`src/rtl/rr_hold_arbiter.sv`:
```
// Round-robin arbiter with grant hold; RR_ARB_STATS_EN adds grant/preempt counters.
// Latency: one edge from request to registered grant. Backpressure: none, the grant is the handshake.
module rr_hold_arbiter #(
    parameter int N        = 4,
    parameter int ID_W     = 2,
    parameter int MAX_HOLD = 8
) (
    input  logic            clk,
    input  logic            rst,
    input  logic [N-1:0]    req,
    output logic [N-1:0]    grant,
    output logic [ID_W-1:0] grant_id,
    output logic            busy
`ifdef RR_ARB_STATS_EN
    ,
    output logic [15:0]     grant_count,
    output logic [15:0]     preempt_count
`endif
);

    localparam int HC_W = $clog2(MAX_HOLD + 1);
    localparam logic [ID_W:0]   N_EXT   = N[ID_W:0];
    localparam logic [ID_W-1:0] LAST_ID = ID_W'(N - 1);

    typedef enum logic {IDLE, OWN} state_t;

    state_t          state;
    logic [ID_W-1:0] ptr;
    logic [HC_W-1:0] hold_cnt;

    logic            own_req;
    logic            at_max;
    logic            release_own;
    logic            found;
    logic [N-1:0]    cand;
    logic [N-1:0]    rot;
    logic [ID_W-1:0] off;
    logic [ID_W:0]   sum;
    logic [ID_W-1:0] sel_id;

    function automatic logic [ID_W-1:0] inc_mod(input logic [ID_W-1:0] x);
        return (x == LAST_ID) ? '0 : x + ID_W'(1);
    endfunction

    function automatic logic [N-1:0] onehot(input logic [ID_W-1:0] i);
        return {{(N-1){1'b0}}, 1'b1} << i;
    endfunction

    // Grant is zero in IDLE, so masking off the owner also covers the idle pick.
    assign cand        = req & ~grant;
    assign found       = |cand;
    assign own_req     = |(req & grant);
    assign at_max      = (hold_cnt == HC_W'(MAX_HOLD));
    assign release_own = !own_req || at_max;

    // Rotate so bit j of rot is requester (ptr + j) mod N; lowest set bit wins.
    assign rot = N'({cand, cand} >> ptr);

    always_comb begin
        off = '0;
        for (int j = N - 1; j >= 0; j--) begin
            if (rot[j]) off = ID_W'(j);
        end
    end

    assign sum    = {1'b0, ptr} + {1'b0, off};
    assign sel_id = (sum >= N_EXT) ? ID_W'(sum - N_EXT) : sum[ID_W-1:0];

    always_ff @(posedge clk or negedge rst) begin
        if (!rst) begin
            state         <= IDLE;
            ptr           <= '0;
            hold_cnt      <= '0;
            grant         <= '0;
            grant_id      <= '0;
            busy          <= 1'b0;
`ifdef RR_ARB_STATS_EN
            grant_count   <= '0;
            preempt_count <= '0;
`endif
        end else begin
            case (state)
                IDLE: begin
                    if (found) begin
                        grant    <= onehot(sel_id);
                        grant_id <= sel_id;
                        busy     <= 1'b1;
                        hold_cnt <= HC_W'(1);
                        ptr      <= inc_mod(sel_id);
                        state    <= OWN;
`ifdef RR_ARB_STATS_EN
                        grant_count <= grant_count + 16'd1;
`endif
                    end
                end
                OWN: begin
`ifdef RR_ARB_STATS_EN
                    if (at_max && own_req) preempt_count <= preempt_count + 16'd1;
`endif
                    if (!release_own) begin
                        hold_cnt <= hold_cnt + HC_W'(1);
                    end else if (found) begin
                        grant    <= onehot(sel_id);
                        grant_id <= sel_id;
                        hold_cnt <= HC_W'(1);
                        ptr      <= inc_mod(sel_id);
`ifdef RR_ARB_STATS_EN
                        grant_count <= grant_count + 16'd1;
`endif
                    end else if (own_req) begin
                        // Sole requester hit the hold limit: re-grant without dropping.
                        hold_cnt <= HC_W'(1);
                        ptr      <= inc_mod(grant_id);
`ifdef RR_ARB_STATS_EN
                        grant_count <= grant_count + 16'd1;
`endif
                    end else begin
                        grant    <= '0;
                        grant_id <= '0;
                        busy     <= 1'b0;
                        hold_cnt <= '0;
                        state    <= IDLE;
                    end
                end
            endcase
        end
    end

endmodule

```
`config.mk`:
```
export PLATFORM = sky130hd
export DESIGN_NAME = rr_hold_arbiter
export DESIGN_NICKNAME = d
export VERILOG_FILES = /design/src/rtl/rr_hold_arbiter.sv
export SDC_FILE = /design/constraint.sdc
export NUM_CORES = 1
export LEC_CHECK = 0
export ABC_AREA = 1
export CAP_MARGIN = 10
export CELL_PAD_IN_SITES_DETAIL_PLACEMENT = 1
export CELL_PAD_IN_SITES_GLOBAL_PLACEMENT = 1
export CORE_MARGIN = 5
export CORE_UTILIZATION = 44
export CTS_BUF_LIST = sky130_fd_sc_hd__clkbuf_8
export CTS_CLUSTER_SIZE = 16
export DETAILED_ROUTE_END_ITERATION = 10
export GPL_TIMING_DRIVEN = 0
export PLACE_DENSITY = 0.88
export SETUP_SLACK_MARGIN = 0.1
export SYNTH_ARGS = -nofsm -noshare
export SYNTH_HDL_FRONTEND = slang
export SYNTH_SLANG_ARGS = --single-unit
export TNS_END_PERCENT = 5
```
`constraint.sdc`:
```
create_clock -name clk -period 4 [get_ports clk]
set_input_delay 0.6 -clock clk [delete_from_list [all_inputs] [get_ports clk]]
set_output_delay 0.6 -clock clk [all_outputs]
set_load 0.005 [all_outputs]
```
==> results.cfg <==
[timing]
rsz0062_at_grt = no
worst_pin_slew_ns = 0.665
whs_ns = 0.547
finalMaxSlewViolations = 0
relSlewSlack_pct = 55.5
fin_ws_ns = 1.21
setup_viol = 0
period_share_pct = 69.7
finClkSkew_ns = 0.00140
fmax_mhz = 359
fin_crit_ns = 2.79
hold_violations = 0
setup-tns-final_ns = 0

[clocking]
post_cts_buffers = 0
numCtsBuffers = 3
cts_max_level = 1
path_clk_slew_ns = 0.06
cts-root-buf = clkbuf_8
cts_sinks = 14
clk_latency_ns = 0.25
clockBufferDepth = 2
cts_tree = done
hold_buffers = 0
cts_resized = 0

[setup_path]
path_buf_inv = 2
slowest_stage = clkdlybuf4s50_1
end_kind = flop
critPathMaxStageDelay_ns = 0.56
path_depth = 15
worstPathRequired_ns = 4.14
crit_family = simple AND/OR/NAND/NOR gates
crit_path_max_fanout = 4
crit_arrival_ns = 2.92
crit_chain = clkdlybuf4s50_1, nand3_1, nand3_1, nand3_1, a21boi_0, ha_1, xor2_1, inv_1, nand3_1, nand2_2, ha_1, nand2_1, nand2_1, nor2_1, a21oi_2
crit_top_cell = nand3_1
reg2reg_depth = 16
startpoint_type = input port
critical_path_class = in -> reg

[flow_run]
cap_violations = 0

[drt]
detail_route.first_pass.iterations = 3
wirelength_mm = 2.43
wl_met3_um = 93
top_layer = met4
antenna_left = 0
drt_iter0_drc = 21
met2_length_mm = 1.17
avgRoutedWirePerCell_um = 14.4
vias = 892
drc = 0
drt-met1-wl_mm = 1.12
viasPerCell = 5.31

[placement]
routabilityCongestion = 0.784
pre_cts_slack_ns = 0.967
place_hpwl_mm = 1.89
io_buffers = 12
placed_cell_area_um2 = 1110

[logic_synthesis]
synth_warnings = 0
avgSynthCellArea_um2 = 7.62
synth_seq_cells = 14
synth_cells = 125
async_flop_share_pct = 100
syn_area_um2 = 952
yosysSeqAreaShare_pct = 36.8
synth-main-ff-cell = dfrtp_1
synth_nets = 139
synth_cell_types = 23
synth_edf_count = 0

[power]
leakagePower_uw = 0.000571
power_density_nw_per_um2 = 932
peakVddDrop_mv = 0.483

[layout]
fin_nets = 156
antenna_cells = 0
fin_util_pct = 57.4
syn2layout_area_growth_pct = 21.9
finalInstanceArea_um2 = 1160
drive_gt1_share_pct = 14.2

[floorplanning]
die_width_um = 56.5
rows = 16
start_util_pct = 47.1
ios = 13
core-area_um2 = 2020
die_area_um2 = 3190
die_h_um = 56.5

[global_route]
overflow = 0
first_global_vias = 966
grt_usage_pct = 16.6
grt_start_max_net_pins = 15
grt_pass1_wl_mm = 4.24
antenna_found_initial = 0

[hold_path]
hp-class = reg -> reg
min_path_cells = 2

[run_status]
status = complete, no violations
-- layout make-up --
type	count	area, um^2
Tap cell	27	33.8
Multi-Input combinational cell	92	531
Fill cell	260	861
Timing Repair Buffer	12	120
Sequential cell	14	350
Clock buffer	4	55.1
Inverter	19	71.3
-- worst register-to-register path, delay by kind of cell (launching register included) --
kind	cells	cell delay, ns
buffers and inverters	2	0.16
XOR/XNOR	1	0.22
AO/OA/AOI/OAI	2	0.24
adder cells (fa/ha/maj)	2	0.49
flip-flops	1	0.50
AND/OR/NAND/NOR	9	0.77
-- cell usage after synthesis (2+ instances only) --
master	instances	area (um^2)
nand2_1	29	109
ha_1	8	100
inv_1	11	41.3
inv_2	7	26.3
nor2_1	5	18.8
nand3_1	24	120
nand2_2	5	31.3
a21oi_1	2	10.0
xor2_1	2	17.5
o22ai_1	2	12.5
o21ai_1	5	25.0
dfrtp_1	14	350
-- worst paths after layout --
path	start	end	slack (ns)
worst min-delay path	grant_id[1]	grant_id[1]	0.55
max in group asynchronous	rst	grant[1]	2.82
worst max-delay path	req[3]	ptr[1]	1.21
worst min register to register	grant_id[1]	grant_id[1]	0.55
worst max register to register	ptr[0]	ptr[1]	1.52
min in group asynchronous	rst	hold_cnt[3]	0.76
-- logic make-up after synthesis --
| family | after synthesis | synth area share [%] |
|---|---|---|
| simple gates | 66 | 32.9 |
| buf+inv | 19 | 7.49 |
| compound gates | 15 | 9.59 |
| flops | 14 | 36.8 |
| fa+ha+maj | 8 | 10.5 |
| xor+xnor | 3 | 2.76 |
-- cells in the final DEF (no fill, tap or decap), types with 2 or more instances in the layout --
cell,netlist,final
nand2_2,5,5
o22ai_1,2,2
nand2_1,29,29
nor2_1,5,5
nand3_1,24,24
clkbuf_8,0,4
o21ai_1,5,5
xor2_1,2,2
clkdlybuf4s50_1,0,12
ha_1,8,8
dfrtp_1,14,14
inv_1,11,11
inv_2,7,7
a21oi_1,2,2
-- power by group --
part | internal, uW | switching [uW]
Combinational | 274 | 409
Sequential | 201 | 59.0
Clock | 87.3 | 52.6
-- sequential cells by signal, summed over array words and instances (netlist names) --
signal    flops
hold_cnt      4
grant_id      2
state         1
busy          1
grant         4
ptr           2
-- through the flow --
stage	power, uW	instances
CTS	1100	168
detailed placement	926	164
global route	1200	168
floorplan	730	125
finish	1080	168
global placement	885	164
-- per-layer routing --
layer  global-route usage (%)  up-vias
li1                         -      441
met1                     20.9      429
met2                     27.7       16
met3                     3.44        6
met4                     6.10        0
met5                        0        -
Power figures use the tool's default switching activity.
